===== config.mk =====
export PLATFORM = sky130hd
export DESIGN_NAME = moore_seq_det
export DESIGN_NICKNAME = d
export VERILOG_FILES = /design/src/rtl/moore_seq_det.sv
export SDC_FILE = /design/constraint.sdc
export NUM_CORES = 1
export LEC_CHECK = 0
export ABC_AREA = 1
export BUFFER_PORTS_ARGS = -buffer_cell sky130_fd_sc_hd__buf_2
export CORE_MARGIN = 2
export CORE_UTILIZATION = 29
export CTS_CLUSTER_SIZE = 8
export DETAILED_ROUTE_END_ITERATION = 16
export GPL_TIMING_DRIVEN = 0
export PLACE_DENSITY_LB_ADDON = 0.3
export SLEW_MARGIN = 0
export SYNTH_ARGS = -nofsm -noshare
export SYNTH_HDL_FRONTEND = slang
export SYNTH_SLANG_ARGS = --single-unit

===== constraint.sdc =====
create_clock -name clk -period 1.9 [get_ports clk]
set_clock_uncertainty 0.2 [all_clocks]
set_input_delay 0.095 -clock clk [delete_from_list [all_inputs] [get_ports clk]]
set_output_delay 0.095 -clock clk [all_outputs]
set_load 0.02 [all_outputs]

===== src/rtl/moore_seq_det.sv =====
// moore_seq_det: programmable serial sequence detector with a Moore match flag.
// Accepted bits shift into a PATTERN_W-bit history register (newest in LSB).
// A match is declared once PATTERN_W bits have been accepted since the last
// restart and the history equals the loaded pattern. The match flag is
// registered and depends only on state. A saturating counter tallies matches.
// Optional feature: define MOORE_SEQ_DET_MASK_EN to add a pattern_mask input
// and mask register; mask bits at 0 are don't-care in the comparison.
module moore_seq_det #(
    parameter int                   PATTERN_W   = 4,
    parameter int                   COUNT_W     = 8,
    parameter logic [PATTERN_W-1:0] PATTERN_RST = 4'b1011
) (
    input  logic                 clk,
    input  logic                 reset,
    input  logic                 in,
    input  logic                 in_valid,
    input  logic [PATTERN_W-1:0] pattern,
`ifdef MOORE_SEQ_DET_MASK_EN
    input  logic [PATTERN_W-1:0] pattern_mask,
`endif
    input  logic                 pattern_load,
    input  logic                 overlap,
    input  logic                 cnt_clr,
    output logic                 out,
    output logic [COUNT_W-1:0]   match_cnt
);

    // fill counts 0..PATTERN_W inclusive, so it needs one extra code point.
    localparam int                 FILL_W  = $clog2(PATTERN_W + 1);
    localparam logic [FILL_W-1:0]  FILL_FULL = FILL_W'(PATTERN_W);
    localparam logic [COUNT_W-1:0] CNT_MAX = '1;

    logic [PATTERN_W-1:0] shreg_q, shreg_d;
    logic [FILL_W-1:0]    fill_q,  fill_d;
    logic [PATTERN_W-1:0] pat_q,   pat_d;
    logic                 out_q,   out_d;
    logic [COUNT_W-1:0]   cnt_q,   cnt_d;

    logic [PATTERN_W-1:0] shreg_n;
    logic [FILL_W-1:0]    fill_n;
    logic [PATTERN_W-1:0] cmp_mask;
    logic                 hit;

`ifdef MOORE_SEQ_DET_MASK_EN
    logic [PATTERN_W-1:0] mask_q, mask_d;
    assign cmp_mask = mask_q;
`else
    assign cmp_mask = '1;
`endif

    // Next-state of the history/fill pair if the current bit were accepted,
    // and whether that accepted bit would complete a match.
    always_comb begin
        shreg_n = {shreg_q[PATTERN_W-2:0], in};
        fill_n  = (fill_q == FILL_FULL) ? fill_q : fill_q + FILL_W'(1);
        hit     = (fill_n == FILL_FULL) &&
                  ((shreg_n & cmp_mask) == (pat_q & cmp_mask));
    end

    // Register update: load beats an accepted bit; counter clear beats increment.
    always_comb begin
        shreg_d = shreg_q;
        fill_d  = fill_q;
        pat_d   = pat_q;
        out_d   = out_q;
        cnt_d   = cnt_q;
`ifdef MOORE_SEQ_DET_MASK_EN
        mask_d  = mask_q;
`endif
        if (pattern_load) begin
            // Restart detection with the new pattern; any bit this cycle is dropped.
            pat_d   = pattern;
`ifdef MOORE_SEQ_DET_MASK_EN
            mask_d  = pattern_mask;
`endif
            shreg_d = '0;
            fill_d  = '0;
            out_d   = 1'b0;
        end else if (in_valid) begin
            shreg_d = shreg_n;
            out_d   = hit;
            // Non-overlap mode discards the matched bits by restarting fill;
            // the history itself still shifts.
            fill_d  = (hit && !overlap) ? '0 : fill_n;
            if (hit && (cnt_q != CNT_MAX)) begin
                cnt_d = cnt_q + COUNT_W'(1);
            end
        end
        if (cnt_clr) begin
            cnt_d = '0;
        end
    end

    // State registers with asynchronous reset.
    always_ff @(posedge clk or posedge reset) begin
        if (reset) begin
            shreg_q <= '0;
            fill_q  <= '0;
            pat_q   <= PATTERN_RST;
            out_q   <= 1'b0;
            cnt_q   <= '0;
`ifdef MOORE_SEQ_DET_MASK_EN
            mask_q  <= '1;
`endif
        end else begin
            shreg_q <= shreg_d;
            fill_q  <= fill_d;
            pat_q   <= pat_d;
            out_q   <= out_d;
            cnt_q   <= cnt_d;
`ifdef MOORE_SEQ_DET_MASK_EN
            mask_q  <= mask_d;
`endif
        end
    end

    assign out       = out_q;
    assign match_cnt = cnt_q;

endmodule


==> reports/results.md <==
| Step | Parameter | This run |
|---|---|---|
| routing | Average via count per standard cell | 4.403 |
| layout | Number of nets in the finished design | 205 |
| sta | Highest achievable clock rate | 542.4 MHz |
| routing | Detailed router's first-iteration violation count | 50 |
| die | Horiz. Die Dim | 66.04 µm |
| yosys | Number of enable flip-flop cells after synthesis | 0 |
| layout | Share of layout cells above drive strength 1 | 0.2737 |
| cts | Reg clk slew, reported paths | 0.07 ns |
| routing | Avg WL per Cell | 10.39 µm |
| yosys | Synth top cells by count | 46 x sky130_fd_sc_hd__nand2_1, 24 x sky130_fd_sc_hd__inv_1, 16 x sky130_fd_sc_hd__dfrtp_1, 15 x sky130_fd_sc_hd__nor2_1, 13 x sky130_fd_sc_hd__nand3_1 |
| yosys | Number of nets in the synthesized netlist | 164 |
| global routing | Global-route total usage across every layer | 0.1262 |
| setup path | Worst path required time | 1.90 ns |
| setup path | Number of cell instances on the worst register-to-register path | 11 |
| setup path | Worst setup path class | register to register |
| routing | Total detailed-routing wirelength | 2.474 mm |
| sta | Smallest hold slack | 0.2944 ns |
| yosys | Synth Flop Type | sky130_fd_sc_hd__dfrtp_1 |
| yosys | Most instantiated library cell after synthesis | sky130_fd_sc_hd__nand2_1 |
| worst hold path | Worst hold-check path type | primary input to async pin |
| die | Die ar. | 4361 µm² |
| cts | Number of buffers on the longest clock path | 2 |
| yosys | Post-Synthesis Mean Instance Area | 7.440 µm² |
| routing | Post-route DRC violation count | 0 |
| yosys | Number of library cell types mapped by synthesis | 25 |
| yosys | Proportion of register bits with asynchronous set or reset after synthesis | 1.000 |
| cts | Clock tree from TritonCTS | yes |
| place | HPWL after DPL | 1.714 mm |
| global routing | Number of global-route vias before repair | 1003 |
| yosys | Share of synthesized area occupied by flip-flops and latches | 0.4294 |
| layout | FF/Latch Area | 479.2 µm² |
| setup path | Element type at the critical path end | register |
| setup path | Setup slack of the most critical reg-to-reg path | 0.06 ns |
| setup path | Endpoint of the lowest-slack register-to-register path | match_cnt[5] |
| sta | Unrepaired setup endpoints after global routing | yes |
| sta | Final worst path period need | 1.844 ns |
| cts | Clock latency on the worst-skew pair | 0.26 ns |
| sta | Slack of the critical path | 0.05634 ns |
| layout | Total area of multi-input combinational cells | 600.6 µm² |
| die | Die Span Y | 66.04 µm |
| place | # port buffers | 18 |
| yosys | Library cell with the largest summed area after synthesis | sky130_fd_sc_hd__dfrtp_1 |
| sta | Setup TNS after final layout | 0 ns |
| sta | Final Hold Vio Count | 0 |
| yosys | Number of warnings issued by yosys | 0 |
| layout | Post-synthesis to final-layout area growth | 39.01% |
| global routing | Largest net degree at the start of global routing | 20 |
| power | Power Density | 572.3 nW/µm² |
| routing | DRT antenna net count | 0 |
| sta | Max-slew headroom | 0.5248 |
| power | Max rail drop VDD | 0.0003866 V |
| layout | Number of filler cells placed in the layout | 394 |
| place | Pre-CTS setup slack | 0.02218 ns |
| global routing | Wire length of the first global-routing pass | 4.312 mm |
| sta | Part of the cycle the worst path needs | 0.9703 |
| routing | Vias after detailed routing | 1048 |
| sta | Measured slew at the worst slew-check pin | 0.7121 ns |
| setup path | Critical Path Fanout Max | 7 |
| global routing | Initial antenna violation count | 0 |
| die | Placeable Area | 3689 µm² |
| power | Leakage power total | 0.7822 nW |
| setup path | Crit path capture | match_cnt[5] |
| die | Effective utilization at floorplan | 0.3026 |
| die | Boundary Pins | 20 |
| cts | TritonCTS buffer count | 3 |
| yosys | Number of synthesized register bits | 19 |
| global routing | Gr ovfl total | 0 |
| setup path | Arrival time of the worst setup path | 1.84 ns |
| place | GP Congestion | 0.7345 |
| yosys | Largest cells by area after synthesis | sky130_fd_sc_hd__dfrtp_1 36%, sky130_fd_sc_hd__nand2_1 15%, sky130_fd_sc_hd__inv_1 8.1% |
| die | Cell row count | 22 |
| setup path | Type of origin of the critical path | register |
| cts | Clock root cell | sky130_fd_sc_hd__clkbuf_8 |
| yosys | Fraction of synthesized cell area taken by the top area cell type | 0.3587 |
| run | Max Cap Viol | 0 |
| routing | Pre-antenna DRT Iters | 4 |
| yosys | Area of the mapped netlist | 1116 µm² |
| cts | Sink Count | 19 |
| sta | Final setup violation count | 0 |
| sta | Pins over their slew limit | 0 |
| setup path | Reg2Reg Launch Point | fill_q[0] |
| setup path | CP Launch Point | fill_q[0] |
| run status | Run status | finished, final reports clean |
| yosys | Synth Instances | 150 |
| layout | Number of inserted diodes | 0 |
| cts | CTS H-tree lvls | 1 |
## layout make-up
| cell class | count | share of cell area |
|---|---|---|
| plain buffers | 1 | 0.003226 |
| clock buffers | 4 | 0.02903 |
| inverters | 26 | 0.06290 |
| multi-input cells | 104 | 0.3871 |
| flip-flops and latches | 19 | 0.3089 |
| well taps | 48 | 0.03871 |
| repair buffers | 36 | 0.1702 |
## layout by cell type (no fill, tap or decap), types with 3 or more instances in the layout
cell type / instances
sky130_fd_sc_hd__inv_1: 20
sky130_fd_sc_hd__nand2_2: 9
sky130_fd_sc_hd__o22ai_1: 4
sky130_fd_sc_hd__dfstp_2: 3
sky130_fd_sc_hd__nand3_1: 13
sky130_fd_sc_hd__nor2_1: 15
sky130_fd_sc_hd__buf_4: 3
sky130_fd_sc_hd__clkbuf_8: 3
sky130_fd_sc_hd__dlygate4sd3_1: 14
sky130_fd_sc_hd__o21ai_0: 5
sky130_fd_sc_hd__buf_2: 19
sky130_fd_sc_hd__inv_2: 5
sky130_fd_sc_hd__dfrtp_1: 16
sky130_fd_sc_hd__nand2_1: 37
## how the worst min path moves through the flow
stage	start	end	slack, ns	depth (start not counted)
after CTS	pat_q[1]	pat_q[1]	0.30	2
after floorplan	reset	fill_q[0]	-0.16	1
after global routing	pat_q[3]	pat_q[3]	0.33	2
after detailed placement	reset	match_cnt[1]	0.07	2
final	reset	match_cnt[2]	0.29	3
after global placement	reset	match_cnt[1]	0.06	2
## routing by layer
metal  track usage  routed length (µm)
met1        0.1670                1241
met4       0.01531                   7
met2        0.2109                1119
met5             0                   0
met3       0.03578                 106
## critical path: stages, from the launching register on
cell and delay (ns):
sky130_fd_sc_hd__dfrtp_1 0.41, sky130_fd_sc_hd__inv_2 0.08, sky130_fd_sc_hd__ha_4 0.17, sky130_fd_sc_hd__nand2_4 0.07, sky130_fd_sc_hd__nand2_1 0.06, sky130_fd_sc_hd__nand2_1 0.07, sky130_fd_sc_hd__nand3_2 0.10, sky130_fd_sc_hd__nor2_4 0.19
sky130_fd_sc_hd__nand3_4 0.17, sky130_fd_sc_hd__nand2_8 0.15, sky130_fd_sc_hd__nand2_2 0.07, sky130_fd_sc_hd__nand2_2 0.05
## metrics by stage
stage               cells  power [mW]  utilization  instance area, µm²
floorplan             150      0.5277            -                1116
global placement      216      0.5608       0.3433                1266
detailed placement    216      0.5627       0.3433                1266
CTS                   234      0.8774       0.3935                1451
global route          238      0.9443       0.4206                1551
finish                238      0.8880       0.4206                1551
## flip-flops by register name, indices dropped and copies added (netlist names)
signal	count
fill_q	3
out	1
pat_q	4
match_cnt	8
shreg_q	3
## repair_timing
action	CTS	global route
hold endpoints to repair	29	0
setup endpoints to repair	1	9
hold buffers	14	0
pin swaps	1	8
resized for setup	0	21
setup buffers	0	4
## where the power goes
part	internal, mW	switching [mW]	leakage [nW]
Clock	0.149	0.134	0.0228
Combinational	0.0747	0.0901	0.510
Sequential	0.426	0.0141	0.249
## cell families (layout without fill, tap and decap cells)
group | count (synthesis) | after routing | synth area share
DFF | 19 | 19 | 0.4294
buffers and inverters | 27 | 67 | 0.09192
AOI/OAI and AO/OA | 13 | 13 | 0.06837
adders and majority gates | 3 | 3 | 0.03364
and+or+nand+nor | 84 | 84 | 0.3453
xor gates and xnor gates | 4 | 4 | 0.03140
No activity file was read; power rests on OpenSTA's default activity.
